==> config.mk <==
export PLATFORM = sky130hd
export DESIGN_NAME = sdram_arbiter
export DESIGN_NICKNAME = d
export VERILOG_FILES = /design/src/rtl/sdram_arbiter.sv
export SDC_FILE = /design/constraint.sdc
export NUM_CORES = 1
export LEC_CHECK = 0
export BUFFER_PORTS_ARGS = -buffer_cell sky130_fd_sc_hd__buf_2
export CAP_MARGIN = 20
export CORE_MARGIN = 1.5
export CORE_UTILIZATION = 33
export DETAILED_ROUTE_END_ITERATION = 6
export MAX_ROUTING_LAYER = met4
export PLACE_DENSITY = 0.77
export SLEW_MARGIN = 0
export SYNTH_ARGS = -nofsm -noshare
export SYNTH_HDL_FRONTEND = slang
export SYNTH_SLANG_ARGS = --single-unit
==> constraint.sdc <==
create_clock -name sys_clk -period 1.3 [get_ports sys_clk]
set_clock_uncertainty 0.15 [all_clocks]
set_input_delay 0.065 -clock sys_clk [delete_from_list [all_inputs] [get_ports sys_clk]]
set_output_delay 0.065 -clock sys_clk [all_outputs]
set_load 0.01 [all_outputs]
==> src/rtl/sdram_arbiter.sv <==
// SDRAM command-bus arbiter: waits for the init engine, then grants the bus to refresh, write or read.
// Optional grant watchdog is enabled by defining SDRAM_ARB_WDOG_EN.
module sdram_arbiter #(
    parameter logic [3:0] NOP_CMD = 4'b0111
`ifdef SDRAM_ARB_WDOG_EN
    ,
    parameter int WDOG_CYCLES = 1023
`endif
) (
    input  logic        sys_clk,
    input  logic        sys_rst_n,
    input  logic        init_done,
    input  logic [3:0]  init_cmd,
    input  logic [1:0]  init_ba,
    input  logic [11:0] init_addr,
    input  logic        aref_req,
    input  logic        aref_end,
    input  logic [3:0]  aref_cmd,
    input  logic [1:0]  aref_ba,
    input  logic [11:0] aref_addr,
    input  logic        wr_req,
    input  logic        wr_end,
    input  logic [3:0]  wr_cmd,
    input  logic [1:0]  wr_ba,
    input  logic [11:0] wr_addr,
    input  logic        rd_req,
    input  logic        rd_end,
    input  logic [3:0]  rd_cmd,
    input  logic [1:0]  rd_ba,
    input  logic [11:0] rd_addr,
    output logic        aref_en,
    output logic        wr_en,
    output logic        rd_en,
    output logic [3:0]  sdram_cmd,
    output logic [1:0]  sdram_ba,
    output logic [11:0] sdram_addr,
    output logic        arb_busy,
    output logic        wdog_err
);

    typedef enum logic [2:0] {
        ST_INIT,
        ST_IDLE,
        ST_AREF,
        ST_WRITE,
        ST_READ
    } state_t;

    state_t state_reg;
    logic   aref_en_reg;
    logic   wr_en_reg;
    logic   rd_en_reg;
    logic   last_wr_reg;
    logic   in_burst;
    logic   end_hit;
    logic   wdog_fire;

    assign in_burst = (state_reg == ST_AREF) || (state_reg == ST_WRITE) || (state_reg == ST_READ);

    // Only the end pulse of the engine currently holding the bus counts.
    assign end_hit = ((state_reg == ST_AREF)  && aref_end) ||
                     ((state_reg == ST_WRITE) && wr_end)   ||
                     ((state_reg == ST_READ)  && rd_end);

`ifdef SDRAM_ARB_WDOG_EN
    localparam int WDOG_W = $clog2(WDOG_CYCLES + 1);

    logic [WDOG_W-1:0] wdog_cnt_reg;
    logic              wdog_err_reg;

    // Counter sits at zero outside a grant, so every grant entry starts from a clean count.
    assign wdog_fire = in_burst && !end_hit && (wdog_cnt_reg == WDOG_W'(WDOG_CYCLES - 1));

    always_ff @(posedge sys_clk or negedge sys_rst_n) begin
        if (!sys_rst_n) begin
            wdog_cnt_reg <= '0;
            wdog_err_reg <= 1'b0;
        end else begin
            if (in_burst && !end_hit && !wdog_fire) begin
                wdog_cnt_reg <= wdog_cnt_reg + 1'b1;
            end else begin
                wdog_cnt_reg <= '0;
            end
            if (wdog_fire) begin
                wdog_err_reg <= 1'b1;
            end
        end
    end

    assign wdog_err = wdog_err_reg;
`else
    assign wdog_fire = 1'b0;
    assign wdog_err  = 1'b0;
`endif

    always_ff @(posedge sys_clk or negedge sys_rst_n) begin
        if (!sys_rst_n) begin
            state_reg   <= ST_INIT;
            aref_en_reg <= 1'b0;
            wr_en_reg   <= 1'b0;
            rd_en_reg   <= 1'b0;
            last_wr_reg <= 1'b0;
        end else begin
            case (state_reg)
                ST_INIT: begin
                    if (init_done) begin
                        state_reg <= ST_IDLE;
                    end
                end
                ST_IDLE: begin
                    if (aref_req) begin
                        state_reg   <= ST_AREF;
                        aref_en_reg <= 1'b1;
                    end else if (wr_req && (!rd_req || !last_wr_reg)) begin
                        state_reg   <= ST_WRITE;
                        wr_en_reg   <= 1'b1;
                        last_wr_reg <= 1'b1;
                    end else if (rd_req) begin
                        state_reg   <= ST_READ;
                        rd_en_reg   <= 1'b1;
                        last_wr_reg <= 1'b0;
                    end
                end
                ST_AREF, ST_WRITE, ST_READ: begin
                    // Returning through IDLE guarantees one NOP cycle between grants.
                    if (end_hit || wdog_fire) begin
                        state_reg   <= ST_IDLE;
                        aref_en_reg <= 1'b0;
                        wr_en_reg   <= 1'b0;
                        rd_en_reg   <= 1'b0;
                    end
                end
                default: begin
                    state_reg   <= ST_INIT;
                    aref_en_reg <= 1'b0;
                    wr_en_reg   <= 1'b0;
                    rd_en_reg   <= 1'b0;
                end
            endcase
        end
    end

    assign aref_en  = aref_en_reg;
    assign wr_en    = wr_en_reg;
    assign rd_en    = rd_en_reg;
    assign arb_busy = (state_reg != ST_IDLE);

    always_comb begin
        sdram_cmd  = NOP_CMD;
        sdram_ba   = 2'd0;
        sdram_addr = 12'd0;
        case (state_reg)
            ST_INIT: begin
                sdram_cmd  = init_cmd;
                sdram_ba   = init_ba;
                sdram_addr = init_addr;
            end
            ST_AREF: begin
                sdram_cmd  = aref_cmd;
                sdram_ba   = aref_ba;
                sdram_addr = aref_addr;
            end
            ST_WRITE: begin
                sdram_cmd  = wr_cmd;
                sdram_ba   = wr_ba;
                sdram_addr = wr_addr;
            end
            ST_READ: begin
                sdram_cmd  = rd_cmd;
                sdram_ba   = rd_ba;
                sdram_addr = rd_addr;
            end
            default: begin
                sdram_cmd  = NOP_CMD;
                sdram_ba   = 2'd0;
                sdram_addr = 12'd0;
            end
        endcase
    end

endmodule

# Word-level counts from Yosys, hierarchy flattened
# Cells that the tools add are included.
[totals]
wordCells = 58
out_inout_bits = 23
reg_bits = 7
[classes]
n_eq_ne = 13
n_reduce_logical = 17
muxes = 21
n_bitwise = 2
[ops]
columns = ["operator", "n"]
rows = [
  ["one-hot mux 12 bit (4 select lines)", 1],
  ["one-hot mux 4 bit (4 select lines)", 1],
  ["2-to-1 mux 3 bit", 5],
  ["inequality test 2 bit, second input constant", 7],
  ["2-to-1 mux 1 bit", 9],
  ["one-hot mux 1 bit (3 select lines)", 3],
  ["one-hot mux 3 bit (3 select lines)", 1],
  ["AND reduction 3 bit", 3],
  ["one-hot mux 2 bit (4 select lines)", 1],
  ["== test 3 x 2 -> 1 bit, second input constant", 2],
  ["AND reduction 5 bit", 1],
  ["logical AND 1 bit", 4],
  ["inequality test 4 bit, second input constant", 1],
  ["AND reduction 4 bit", 1],
  ["== test 3 x 1 -> 1 bit, second input constant", 1],
  ["== test 3 bit, second input constant", 1],
  ["logical NOT 3 bit", 1],
  ["logical OR 1 bit", 3],
  ["inequality test 3 x 1 -> 1 bit, second input constant", 1],
  ["OR reduction 3 bit", 1],
  ["logical NOT 1 bit", 2],
  ["inverter 1 bit", 2],
  ["nonzero test 2 bit", 1],
]

# Longest topological paths before layout
[logic_depth]
depth_word = 6
ltp_mapped = 5
mapped_depth_nobuf = 3

# Worst setup path before layout
# Ideal clock, no wire load.
[synth_timing]
path_type = "register -> output"
start = "register state_reg[1]"
end = "output sdram_addr[0]"
arrival_ns = 1.131
stages_incl_launch_ff = 5
setup_slack_ns = -0.046
path_buffers = 1
cell_sequence = "dfrtp_1 -> and2b_1 -> buf_2 -> a2bb2oi_1 -> o2bb2ai_1"
[synth_between]
elab_chain_len = 2
elab_cells_between_ends = 5
classes_between = "3 x eq/ne; 1 x mux; 1 x reduce/logical"
[synth_lines]
columns = ["element", "line_no", "source"]
rows = [
  ["from (decl)", "49", "state_t state_reg;"],
  ["from (signal assigned)", "98", "state_reg <= ST_INIT;"],
  ["from (signal assigned)", "107", "state_reg <= ST_IDLE;"],
  ["from (signal assigned)", "112", "state_reg <= ST_AREF;"],
  ["== test 3 bit (tied with other cells)", "152", "case (state_reg)"],
  ["one-hot mux 12 bit (4 select lines) *", "152", ""],
  ["to (decl)", "36", "output logic [11:0] sdram_addr,"],
]
# Mark *: on every way between the ends. The rest lies on a longest branch, timed or not.

# Worst setup path after layout
[layout_timing]
start = "register state_reg[2]"
end = "output sdram_cmd[0]"
[layout_between]
elab_chain_len = 2
elab_cells_between_ends = 5
classes_between = "3 x eq/ne; 1 x mux; 1 x reduce/logical"
[layout_lines]
columns = ["element", "line_no", "source"]
rows = [
  ["== test 3 bit (tied with other cells)", "152", ""],
  ["one-hot mux 4 bit (4 select lines) *", "152", ""],
  ["to (decl)", "34", "output logic [3:0] sdram_cmd,"],
]
# Marked as above.

==> insert_results.sql <==
INSERT INTO impl_metrics (metric_group, metric, value, unit) VALUES
('route', 'initialDrtViolationCount', '45', ''),
('synth', 'synth_enable_flop_cells', '0', ''),
('die', 'design.portCount', '104', ''),
('worst_setup_path', 'slowest_delay', '0.44', 'ns'),
('final_layout', 'multi_input_comb_area', '885', 'um2'),
('sta', 'achievable-frequency', '579', 'MHz'),
('sta', 'min_period_over_period', '133', '%'),
('synth', 'postSynthNetCount', '202', ''),
('cts', 'worst_setup_hold_path_clk_slew', '0.05', 'ns'),
('synth', 'netlist_area', '1060', 'um2'),
('synth', 'yosys-top-cells-area', 'sky130_fd_sc_hd__dfrtp_1 (17%), sky130_fd_sc_hd__mux2i_1 (15%), sky130_fd_sc_hd__a2bb2oi_1 (13%)', ''),
('cts', 'cts_tree', 'yes', ''),
('synth', 'synthCells', '121', ''),
('route', 'post_detailed_routing_wire_length', '4.12', 'mm'),
('hold_path', 'holdCritPathClass', 'in -> async', ''),
('final_layout', 'largest_reg_flops', '3', ''),
('die', 'die_height', '59.7', 'um'),
('route', 'final_antenna_net_count', '0', ''),
('worst_setup_path', 'crit_required', '1.09', 'ns'),
('sta', 'slew_headroom', '67.1', '%'),
('worst_setup_path', 'worstPathCellList', 'buf_4 -> mux2_4 -> o22ai_2 -> a21oi_1 -> buf_2', ''),
('global_route', 'grt_start_max_net_pins', '16', ''),
('route', 'route.detailed.drc', '0', ''),
('final_layout', 'num-nets-final', '332', ''),
('synth', 'post-synth-top-area-fraction', '16.5', '%'),
('worst_setup_path', 'worstPathArrival', '1.51', 'ns'),
('placed_design', 'port_buffers', '102', ''),
('global_route', 'globalRouteOverflowTotal', '0', ''),
('sta', 'finalSetupTns', '-8.93', 'ns'),
('die', 'core', '3050', 'um2'),
('synth', 'synth_seq_area_share', '16.5', '%'),
('synth', 'synth_async_sr_flop_share', '100', '%'),
('power_and_ir_drop', 'powerDensity', '1890', 'nW/um2'),
('die', 'dieArea', '3560', 'um2'),
('die', 'initial_core_utilization', '34.7', '%'),
('sta', 'drv_slew', '0', ''),
('final_layout', 'areaGrowthSynthToFinish', '89.7', '%'),
('synth', 'postSynthRegisterBits', '7', ''),
('outcome', 'outcome', 'finished with violations', ''),
('global_route', 'vias_in_the_first_global_route', '1405', ''),
('final_layout', 'antenna_cells', '0', ''),
('route', 'avgRoutedWirePerCell', '14.0', 'um'),
('final_layout', 'drive_gt1_share', '64.4', '%'),
('power_and_ir_drop', 'irDropWorstVdd', '980', 'uV'),
('sta', 'post-route-worst-setup-slack', '-0.428', 'ns'),
('route', 'vias', '1504', ''),
('synth', 'yosys_most_used_dff', 'sky130_fd_sc_hd__dfrtp_1', ''),
('placed_design', 'hpwl', '2.94', 'mm'),
('worst_setup_path', 'worstSetupEndpointType', 'output port', ''),
('worst_setup_path', 'critPathMaxFanout', '6', ''),
('outcome', 'violations', 'negative setup slack', ''),
('synth', 'unique_cell_type_count_in_the_yosys_netlist', '38', ''),
('placed_design', 'final_weighted_congestion_in_routability_driven_placement', '0.792', ''),
('worst_setup_path', 'rr_startpoint', 'state_reg[2]', ''),
('sta', 'worst_hold_slack', '0.00715', 'ns'),
('final_layout', 'most-common-layout-cells', 'sky130_fd_sc_hd__buf_2 (101), sky130_fd_sc_hd__buf_4 (18), sky130_fd_sc_hd__mux2i_1 (16)', ''),
('cts', 'clock-root-buffer', 'sky130_fd_sc_hd__clkbuf_4', ''),
('global_route', 'wire_length_of_the_first_global_routing_pass', '5.58', 'mm'),
('cts', 'cts_buffers', '3', ''),
('worst_setup_path', 'worstSetupPathType', 'reg -> out', ''),
('final_layout', 'fillerInstances', '289', ''),
('die', 'std_cell_rows', '20', ''),
('job', 'max_cap_viol_count', '0', ''),
('route', 'routed_vias_inst', '5.12', ''),
('worst_setup_path', 'cp_slowest_cell', 'sky130_fd_sc_hd__dfrtp_2', ''),
('sta', 'final-hold-violation-count', '0', ''),
('global_route', 'globalRouteTotalUtil', '20.7', '%'),
('sta', 'setup_viol', '26', ''),
('route', 'drt_pass1_iterations', '4', ''),
('power_and_ir_drop', 'fin_total_pwr', '0.00380', 'W'),
('synth', 'syn_area_per_cell', '8.76', 'um2');
## layout make-up
class	count	area share, %
Inverter	7	1.31
Clock buffer	4	1.31
Sequential cell	7	8.84
Tap cell	44	2.74
Multi-Input combinational cell	96	44.0
Timing Repair Buffer	136	41.8
## cell families after synthesis
logic type             after synthesis  share of synthesized area (%)
DFF                                  7                           16.5
AOI/OAI and AO/OA                   54                           40.9
buffers and inverters               18                           11.6
and+or+nand+nor                     22                           12.4
other                                1                          0.354
muxes                               19                           18.3
## power breakdown
part           total [W]  leakage [nW]  switching [W]  internal, W
Combinational    0.00317         0.944        0.00147      0.00170
Clock           0.000210        0.0150      0.0000917     0.000118
Sequential      0.000418        0.0863      0.0000995     0.000318
Total            0.00380          1.05        0.00167      0.00213
## stage by stage
stage               setup WS [ns]  instance area [um2]  std cells
floorplan                 -0.0314                 1080        121
global placement           -0.183                 1700        275
detailed placement         -0.220                 1700        275
CTS                        -0.436                 1870        286
global route               -0.501                 2010        294
finish                     -0.428                 2010        294
## Yosys cell counts, types with 2 or more instances
library cell,number
sky130_fd_sc_hd__dfrtp_1,7
sky130_fd_sc_hd__mux2_1,3
sky130_fd_sc_hd__o22ai_1,3
sky130_fd_sc_hd__mux2i_1,16
sky130_fd_sc_hd__buf_4,3
sky130_fd_sc_hd__nand3b_1,2
sky130_fd_sc_hd__a221oi_1,3
sky130_fd_sc_hd__nand2b_1,3
sky130_fd_sc_hd__buf_6,4
sky130_fd_sc_hd__nor2b_1,2
sky130_fd_sc_hd__o2bb2ai_1,15
sky130_fd_sc_hd__inv_1,6
sky130_fd_sc_hd__a21oi_1,7
sky130_fd_sc_hd__nand2_1,2
sky130_fd_sc_hd__buf_2,2
sky130_fd_sc_hd__a2bb2oi_1,16
sky130_fd_sc_hd__nor2_1,6
## timing repair
item / CTS / global route
buffers inserted: 0 / 8
setup endpoints to repair: 24 / 26
hold buffers: 7 / 0
endpoints found under the hold margin: 11 / 0
gates resized for setup: 17 / 19
cloned: 0 / 0
pin swaps: 6 / 7
## critical path, delay by kind of cell (launching register included)
| family | cells | cell delay, ns |
|---|---|---|
| AOI/OAI and AO/OA | 2 | 0.21 |
| buffers and inverters | 2 | 0.30 |
| DFF | 1 | 0.44 |
| muxes | 1 | 0.31 |
## final timing paths
check                      slack, ns  cells after the start      endpoint
hold reg to reg                 0.41                      2       aref_en
setup / recovery               -0.43                      5  sdram_cmd[0]
min in group sys_clk            0.02                      4  state_reg[0]
hold / removal                 0.007                      2   last_wr_reg
max in group asynchronous       0.82                      2  state_reg[1]
setup reg to reg               -0.36                      6   last_wr_reg
## per-layer routing
metal	up-vias	track usage, %	wire length [um]
li1	732	-	-
met1	699	20.8	1460
met2	64	39.6	2240
met3	9	3.03	316
met4	0	7.30	112
met5	-	-	0
(Power assumes the default switching activity.)
